$ cat src/rtl/mem_arbiter_if.sv
// mem_arbiter_if: bus bundle between the boot loader (port 0), the CPU
// (port 1), the memory controller and the mem_arbiter.
//   master modport : arbiter view. It takes requests and memory responses and
//                    drives the port responses, the memory request, grant and
//                    timeout_err.
//   slave modport  : environment view (requesters plus memory), the mirror of
//                    master.
interface mem_arbiter_if #(
  parameter int unsigned AW = 16,
  parameter int unsigned DW = 16
);
  logic          boot_done;

  logic          p0_request;
  logic          p0_mode;
  logic [AW-1:0] p0_locator;
  logic [DW-1:0] p0_write;
  logic          p0_response;
  logic [DW-1:0] p0_read;

  logic          p1_request;
  logic          p1_mode;
  logic [AW-1:0] p1_locator;
  logic [DW-1:0] p1_write;
  logic          p1_response;
  logic [DW-1:0] p1_read;

  logic          mem_request;
  logic          mem_mode;
  logic [AW-1:0] mem_locator;
  logic [DW-1:0] mem_write;
  logic [DW-1:0] mem_read;
  logic          mem_response;

  logic [1:0]    grant;
  logic          timeout_err;

  modport master (
    input  boot_done,
    input  p0_request, p0_mode, p0_locator, p0_write,
    output p0_response, p0_read,
    input  p1_request, p1_mode, p1_locator, p1_write,
    output p1_response, p1_read,
    output mem_request, mem_mode, mem_locator, mem_write,
    input  mem_read, mem_response,
    output grant, timeout_err
  );

  modport slave (
    output boot_done,
    output p0_request, p0_mode, p0_locator, p0_write,
    input  p0_response, p0_read,
    output p1_request, p1_mode, p1_locator, p1_write,
    input  p1_response, p1_read,
    input  mem_request, mem_mode, mem_locator, mem_write,
    output mem_read, mem_response,
    input  grant, timeout_err
  );
endinterface

$ cat src/rtl/mem_arbiter.sv
// mem_arbiter: shares one memory port between the boot loader (port 0) and the
// CPU (port 1). The CPU is held off until boot_done. After that the two ports
// are served round-robin. Each access runs a request/response handshake with
// the memory, and a hung access is aborted after TIMEOUT cycles.
// Ports:
//   clk, rst_n : clock and asynchronous active-low reset
//   bus        : mem_arbiter_if.master. It carries the port 0/1 request buses,
//                the memory request bus, grant and the sticky timeout_err.
module mem_arbiter #(
  parameter int unsigned AW      = 16,
  parameter int unsigned DW      = 16,
  parameter int unsigned TIMEOUT = 64
) (
  input  logic          clk,
  input  logic          rst_n,
  mem_arbiter_if.master bus
);

  localparam int unsigned TW = (TIMEOUT > 2) ? $clog2(TIMEOUT) : 1;
  localparam logic [TW-1:0] TIMER_LAST = TW'(TIMEOUT - 1);

  typedef enum logic [2:0] {
    IDLE    = 3'd0,
    ISSUE   = 3'd1,
    HOLD    = 3'd2,
    ACK     = 3'd3,
    RELEASE = 3'd4
  } state_t;

  state_t        state_q, state_d;
  logic          owner_q, owner_d;       // 0 = port 0, 1 = port 1
  logic          last_q, last_d;         // port served most recently
  logic [TW-1:0] timer_q, timer_d;
  logic [1:0]    grant_q, grant_d;
  logic          mem_request_q, mem_request_d;
  logic          mem_mode_q, mem_mode_d;
  logic [AW-1:0] mem_locator_q, mem_locator_d;
  logic [DW-1:0] mem_write_q, mem_write_d;
  logic          p0_response_q, p0_response_d;
  logic          p1_response_q, p1_response_d;
  logic [DW-1:0] p0_read_q, p0_read_d;
  logic [DW-1:0] p1_read_q, p1_read_d;
  logic          timeout_err_q, timeout_err_d;

  logic          p0_elig_c, p1_elig_c;
  logic          pick_c;
  logic          owner_req_c;

  assign p0_elig_c   = bus.p0_request;
  assign p1_elig_c   = bus.p1_request & bus.boot_done;
  assign owner_req_c = owner_q ? bus.p1_request : bus.p0_request;

  // State and registered outputs
  always_ff @(posedge clk or negedge rst_n) begin
    if (!rst_n) begin
      state_q       <= IDLE;
      owner_q       <= 1'b0;
      last_q        <= 1'b1;
      timer_q       <= '0;
      grant_q       <= 2'b00;
      mem_request_q <= 1'b0;
      mem_mode_q    <= 1'b0;
      mem_locator_q <= '0;
      mem_write_q   <= '0;
      p0_response_q <= 1'b0;
      p1_response_q <= 1'b0;
      p0_read_q     <= '0;
      p1_read_q     <= '0;
      timeout_err_q <= 1'b0;
    end else begin
      state_q       <= state_d;
      owner_q       <= owner_d;
      last_q        <= last_d;
      timer_q       <= timer_d;
      grant_q       <= grant_d;
      mem_request_q <= mem_request_d;
      mem_mode_q    <= mem_mode_d;
      mem_locator_q <= mem_locator_d;
      mem_write_q   <= mem_write_d;
      p0_response_q <= p0_response_d;
      p1_response_q <= p1_response_d;
      p0_read_q     <= p0_read_d;
      p1_read_q     <= p1_read_d;
      timeout_err_q <= timeout_err_d;
    end
  end

  // Next-state and next-output logic
  always_comb begin
    state_d       = state_q;
    owner_d       = owner_q;
    last_d        = last_q;
    timer_d       = timer_q;
    grant_d       = grant_q;
    mem_request_d = mem_request_q;
    mem_mode_d    = mem_mode_q;
    mem_locator_d = mem_locator_q;
    mem_write_d   = mem_write_q;
    p0_response_d = 1'b0;
    p1_response_d = 1'b0;
    p0_read_d     = p0_read_q;
    p1_read_d     = p1_read_q;
    timeout_err_d = timeout_err_q;
    pick_c        = 1'b0;

    unique case (state_q)
      IDLE: begin
        if (p0_elig_c || p1_elig_c) begin
          // On a tie, the port that was not served last wins.
          pick_c        = (p0_elig_c && p1_elig_c) ? ~last_q : p1_elig_c;
          owner_d       = pick_c;
          grant_d       = pick_c ? 2'b10 : 2'b01;
          mem_request_d = 1'b1;
          mem_mode_d    = pick_c ? bus.p1_mode    : bus.p0_mode;
          mem_locator_d = pick_c ? bus.p1_locator : bus.p0_locator;
          mem_write_d   = pick_c ? bus.p1_write   : bus.p0_write;
          timer_d       = '0;
          state_d       = ISSUE;
        end
      end

      ISSUE, HOLD: begin
        timer_d = TW'(timer_q + 1'b1);
        if (state_q == HOLD && !bus.mem_response) begin
          // Normal completion on the falling edge of mem_response.
          mem_request_d = 1'b0;
          p0_response_d = ~owner_q;
          p1_response_d = owner_q;
          state_d       = ACK;
        end else if (timer_q == TIMER_LAST) begin
          // Abort. The timeout beats a late ISSUE response, so read data is untouched.
          mem_request_d = 1'b0;
          timeout_err_d = 1'b1;
          p0_response_d = ~owner_q;
          p1_response_d = owner_q;
          state_d       = ACK;
        end else if (state_q == ISSUE && bus.mem_response) begin
          if (owner_q) p1_read_d = bus.mem_read;
          else         p0_read_d = bus.mem_read;
          state_d = HOLD;
        end
      end

      ACK: begin
        state_d = RELEASE;
      end

      RELEASE: begin
        // The owner must drop its request before anyone can be granted again.
        if (!owner_req_c) begin
          grant_d = 2'b00;
          last_d  = owner_q;
          state_d = IDLE;
        end
      end

      default: begin
        state_d = IDLE;
      end
    endcase
  end

  assign bus.grant       = grant_q;
  assign bus.mem_request = mem_request_q;
  assign bus.mem_mode    = mem_mode_q;
  assign bus.mem_locator = mem_locator_q;
  assign bus.mem_write   = mem_write_q;
  assign bus.p0_response = p0_response_q;
  assign bus.p1_response = p1_response_q;
  assign bus.p0_read     = p0_read_q;
  assign bus.p1_read     = p1_read_q;
  assign bus.timeout_err = timeout_err_q;

endmodule

$ cat src/flat_wrapper.sv
// flat-port wrapper written by rule: the top's interface ports become plain ports
module mem_arbiter_flat 
#(
  parameter int unsigned AW      = 16,
  parameter int unsigned DW      = 16,
  parameter int unsigned TIMEOUT = 64
)
  (clk, rst_n, bus_boot_done, bus_p0_request, bus_p0_mode, bus_p0_locator, bus_p0_write, bus_p0_response, bus_p0_read, bus_p1_request, bus_p1_mode, bus_p1_locator, bus_p1_write, bus_p1_response, bus_p1_read, bus_mem_request, bus_mem_mode, bus_mem_locator, bus_mem_write, bus_mem_read, bus_mem_response, bus_grant, bus_timeout_err);
  mem_arbiter_if #(.AW(AW), .DW(DW)) bus_i ();
  input  logic clk;
  input  logic rst_n;
  input wire logic [$bits(bus_i.boot_done)-1:0] bus_boot_done;
  input wire logic [$bits(bus_i.p0_request)-1:0] bus_p0_request;
  input wire logic [$bits(bus_i.p0_mode)-1:0] bus_p0_mode;
  input wire logic [$bits(bus_i.p0_locator)-1:0] bus_p0_locator;
  input wire logic [$bits(bus_i.p0_write)-1:0] bus_p0_write;
  output wire logic [$bits(bus_i.p0_response)-1:0] bus_p0_response;
  output wire logic [$bits(bus_i.p0_read)-1:0] bus_p0_read;
  input wire logic [$bits(bus_i.p1_request)-1:0] bus_p1_request;
  input wire logic [$bits(bus_i.p1_mode)-1:0] bus_p1_mode;
  input wire logic [$bits(bus_i.p1_locator)-1:0] bus_p1_locator;
  input wire logic [$bits(bus_i.p1_write)-1:0] bus_p1_write;
  output wire logic [$bits(bus_i.p1_response)-1:0] bus_p1_response;
  output wire logic [$bits(bus_i.p1_read)-1:0] bus_p1_read;
  output wire logic [$bits(bus_i.mem_request)-1:0] bus_mem_request;
  output wire logic [$bits(bus_i.mem_mode)-1:0] bus_mem_mode;
  output wire logic [$bits(bus_i.mem_locator)-1:0] bus_mem_locator;
  output wire logic [$bits(bus_i.mem_write)-1:0] bus_mem_write;
  input wire logic [$bits(bus_i.mem_read)-1:0] bus_mem_read;
  input wire logic [$bits(bus_i.mem_response)-1:0] bus_mem_response;
  output wire logic [$bits(bus_i.grant)-1:0] bus_grant;
  output wire logic [$bits(bus_i.timeout_err)-1:0] bus_timeout_err;
  assign bus_i.boot_done = bus_boot_done;
  assign bus_i.p0_request = bus_p0_request;
  assign bus_i.p0_mode = bus_p0_mode;
  assign bus_i.p0_locator = bus_p0_locator;
  assign bus_i.p0_write = bus_p0_write;
  assign bus_p0_response = bus_i.p0_response;
  assign bus_p0_read = bus_i.p0_read;
  assign bus_i.p1_request = bus_p1_request;
  assign bus_i.p1_mode = bus_p1_mode;
  assign bus_i.p1_locator = bus_p1_locator;
  assign bus_i.p1_write = bus_p1_write;
  assign bus_p1_response = bus_i.p1_response;
  assign bus_p1_read = bus_i.p1_read;
  assign bus_mem_request = bus_i.mem_request;
  assign bus_mem_mode = bus_i.mem_mode;
  assign bus_mem_locator = bus_i.mem_locator;
  assign bus_mem_write = bus_i.mem_write;
  assign bus_i.mem_read = bus_mem_read;
  assign bus_i.mem_response = bus_mem_response;
  assign bus_grant = bus_i.grant;
  assign bus_timeout_err = bus_i.timeout_err;
  mem_arbiter #(.AW(AW), .DW(DW), .TIMEOUT(TIMEOUT)) u_core (.clk(clk), .rst_n(rst_n), .bus(bus_i));
endmodule
$ cat config.mk
export PLATFORM = sky130hd
export DESIGN_NAME = mem_arbiter_flat
export DESIGN_NICKNAME = d
export VERILOG_FILES = /design/src/rtl/mem_arbiter_if.sv /design/src/rtl/mem_arbiter.sv /design/src/flat_wrapper.sv
export SDC_FILE = /design/constraint.sdc
export NUM_CORES = 1
export LEC_CHECK = 0
export CAP_MARGIN = 20
export CORE_MARGIN = 1.5
export CORE_UTILIZATION = 25
export CTS_CLUSTER_DIAMETER = 50
export DETAILED_ROUTE_END_ITERATION = 12
export PLACE_DENSITY_LB_ADDON = 0.05
export RECOVER_POWER = 100
export SYNTH_ARGS = -nofsm -noshare
export SYNTH_HDL_FRONTEND = slang
export SYNTH_SLANG_ARGS = --single-unit
$ cat constraint.sdc
create_clock -name clk -period 2.3 [get_ports clk]
set_input_delay 0.345 -clock clk [delete_from_list [all_inputs] [get_ports clk]]
set_output_delay 0.345 -clock clk [all_outputs]
set_load 0.05 [all_outputs]
==> impl_metrics.csv <==
group,metric,value,unit
outcome,status,"finished clean",
floorplanning,std_cell_rows,44,
final_layout,seq_area,0.00205,mm2
global_routing,antenna_found_initial,0,
synth,ys.flop_type,"dfrtp_1",
global_routing,use_met1,19.7,%
clocking,clk_pin_slew_worst_paths,60,ps
global_routing,grt_busiest_layer,"met2",
power_and_ir_drop,power.switching,4.34,mW
critical_path,worstPathMaxFanout,16,
floorplanning,core_area,0.0147,mm2
floorplanning,fp.dieW,126,um
clocking,htreeDepth,3,
critical_path,r2r_start,"u_core.state_q[1]",
synth,ys_warn_count,0,
final_layout,multi_input_area,0.00152,mm2
synth,yosys.area.top_type,"dfrtp_1",
route,drtPass1Iterations,4,
synth,syn_avg_cell_area,10.8,um2
critical_path,endpoint_kind,"register",
route,first_iter_violations,158,
synth,post-synth-top-count-cell,"dfrtp_1",
global_routing,track_usage,16.2,%
critical_path,arrival,2220,ps
clocking,tritoncts,"done",
final_layout,utilization,40.4,%
placement,io_buffers,158,
sta,period_share,86.5,%
global_routing,gr-usage-met2,25.5,%
clocking,cts_root_buf,"clkbuf_16",
critical_path,critPathLaunchType,"register",
floorplanning,die-height,126,um
synth,synth_enable_flop_cells,0,
synth,netlist_area,0.00381,mm2
sta,finalCriticalPeriod,1990,ps
global_routing,grtUsageMet3,6.07,%
route,vias,3369,
placement,gp_congestion,0.741,
sta,max-slew-margin-rel,35.2,%
critical_path,worstSetupPathType,"reg2reg",
clocking,worstSkewPairLatency,350,ps
global_routing,grt_max_degree,39,
route,wl,12300,um
floorplanning,pin_count,159,
route,wl_per_cell,17.7,um
critical_path,crit_start,"u_core.state_q[1]",
final_layout,area_growth,55.7,%
power_and_ir_drop,p_clk_share,18.3,%
sta,fmax,503,MHz
clocking,cts_max_path_buffers,2,
clocking,cts_sinks,82,
final_layout,drive_above_1_share,12.5,%
sta,worstMarginPinSlew,973,ps
synth,synth-seq-area-share,53.9,%
power_and_ir_drop,ir_drop,0.527,mV
power_and_ir_drop,intPower,4.83,mW
synth,ys_ff_latch,82,
min_path,hp-class,"in2async",
placement,dpl.hpwl,8540,um
global_routing,grt_pass1_wl,19900,um
power_and_ir_drop,p_sw_share,47.4,%
power_and_ir_drop,pwr-share-comb,54.8,%
final_layout,n_fill_cell,1462,
synth,syn_nets,441,
route,vias_per_cell,4.83,
floorplanning,die-area,0.0160,mm2
clocking,post_cts_buffers,0,
global_routing,grt_pass1_vias,3624,
synth,synthArstFlopShare,100,%
final_layout,fin_nets,599,
synth,yosysTopAreaCellShare,53.2,%
floorplanning,start_util,25.9,%
final_layout,antennaDiodeCount,0,
synth,synth_cell_type_count,44,
sta,finalHoldViolCount,0,
sta,skew,7.47,ps
power_and_ir_drop,power_leakage,2.35,nW
global_routing,overflow,0,
critical_path,worstPathRequired,2530,ps
job,maxCapViolCount,0,
synth,synth_area_leaders,"dfrtp_1 53%, mux2_2 6.8%, a31oi_1 5.4%, a21oi_1 5.3%, o21ai_0 5.1%",
power_and_ir_drop,power_frac_seq,26.9,%
sta,finalSetupViolations,0,
power_and_ir_drop,power.density,1550,mW/mm2
route,drc,0,
synth,netlist_instances,352,
sta,maxSlewViolCount,0,
sta,setup-tns-final,0,ps
route,drtAntennaViolNets,0,
synth,synth_common_cells,"81 x dfrtp_1, 40 x a21oi_1, 39 x o21ai_0, 37 x nand3_1, 33 x a31oi_1",
clocking,numCtsBuffers,9,
sta,rsz0062_at_grt,"false",
==> cell usage in the layout, fill, tap and decap left out, types with 3 or more instances in the layout <==
cell type	instances
a21oi_1	40
a31oi_1	33
buf_12	4
buf_4	12
bufinv_16	3
clkbuf_16	9
clkbuf_2	3
clkdlybuf4s50_1	85
dfrtp_1	81
dlygate4sd3_1	73
inv_1	6
mux2_1	9
mux2_2	23
nand2_1	10
nand3_1	37
nor2_1	4
o21ai_0	39
o31ai_1	4
==> power by group through the flow <==
stage	combinational [mW]	sequential, mW	clock (mW)
after floorplan	1.46	4.56	0
after CTS	5.41	2.51	1.73
after global routing	5.32	2.56	1.80
after detailed placement	5.40	2.52	0
final	5.03	2.46	1.68
after global placement	5.39	2.51	0
==> area by class of cell <==
type	count	area share [%]
clock buffers	10	4.03
flip-flops and latches	82	34.6
clock inverters	5	1.73
inverters	6	0.379
repair buffers	178	29.8
multi-input cells	233	25.6
well taps	184	3.88
==> stage by stage <==
step	cell area [um2]	cells	total power, mW	hold slack [ps]	setup WS, ps
after floorplan	3810	352	6.01	49.4	646
after global placement	5660	682	7.90	275	169
after detailed placement	5660	682	7.92	277	133
after CTS	6010	698	9.65	456	314
after global routing	5940	698	9.68	464	152
final	5940	698	9.17	439	310
==> state kept, by name, summed over array words and instances, names as in the netlist <==
signal,flops
u_core.bus.mem_locator,16
u_core.bus.p0_response,1
u_core.timer_q,6
u_core.last_q,1
u_core.bus.mem_request,1
u_core.owner_q,1
u_core.bus.p1_response,1
u_core.bus.grant,2
u_core.bus.timeout_err,1
u_core.state_q,3
u_core.bus.mem_write,16
u_core.bus.p0_read,16
u_core.bus.p1_read,16
u_core.bus.mem_mode,1
==> final timing paths <==
check	depth (start not counted)	slack (ps)	end
hold reg to reg	2	470	u_core.bus.timeout_err
min in group clk	2	470	u_core.bus.timeout_err
max in group asynchronous	3	630	u_core.bus.mem_locator[12]
setup reg to reg	5	310	u_core.bus.p1_read[2]
setup / recovery	5	310	u_core.bus.p1_read[2]
hold / removal	2	440	u_core.timer_q[5]
==> cell families (layout without fill, tap and decap cells) <==
| kind of cell | count (synthesis) | in the layout | synth area share, % |
|---|---|---|---|
| adders and majority gates | 1 | 1 | 0.328 |
| buffers and inverters | 37 | 199 | 5.25 |
| and+or+nand+nor | 68 | 68 | 9.55 |
| muxes | 35 | 35 | 11.3 |
| xor gates and xnor gates | 2 | 2 | 0.460 |
| AOI/OAI and AO/OA | 127 | 127 | 19.3 |
| DFF | 82 | 82 | 53.9 |
==> per-layer routing <==
layer | share of wire [%] | vias up
met3 | 8.1 | 19
met1 | 43 | 1622
met4 | 2.4 | 0
met2 | 47 | 104
met5 | 0 | -
li1 | - | 1624
==> critical path, cell delays in order (launching register included) <==
cell and delay, ps:
dfrtp_1 330, clkbuf_1 310, and4bb_4 290, o211ai_1 90, clkbuf_2 430, mux2_2 400
==> what timing repair did <==
item | 4_1_cts | 5_1_grt
hold endpoints to repair | 22 | 0
hold buffers | 1 | 0
resized for setup | 0 | 0
Power figures use the tool's default switching activity.
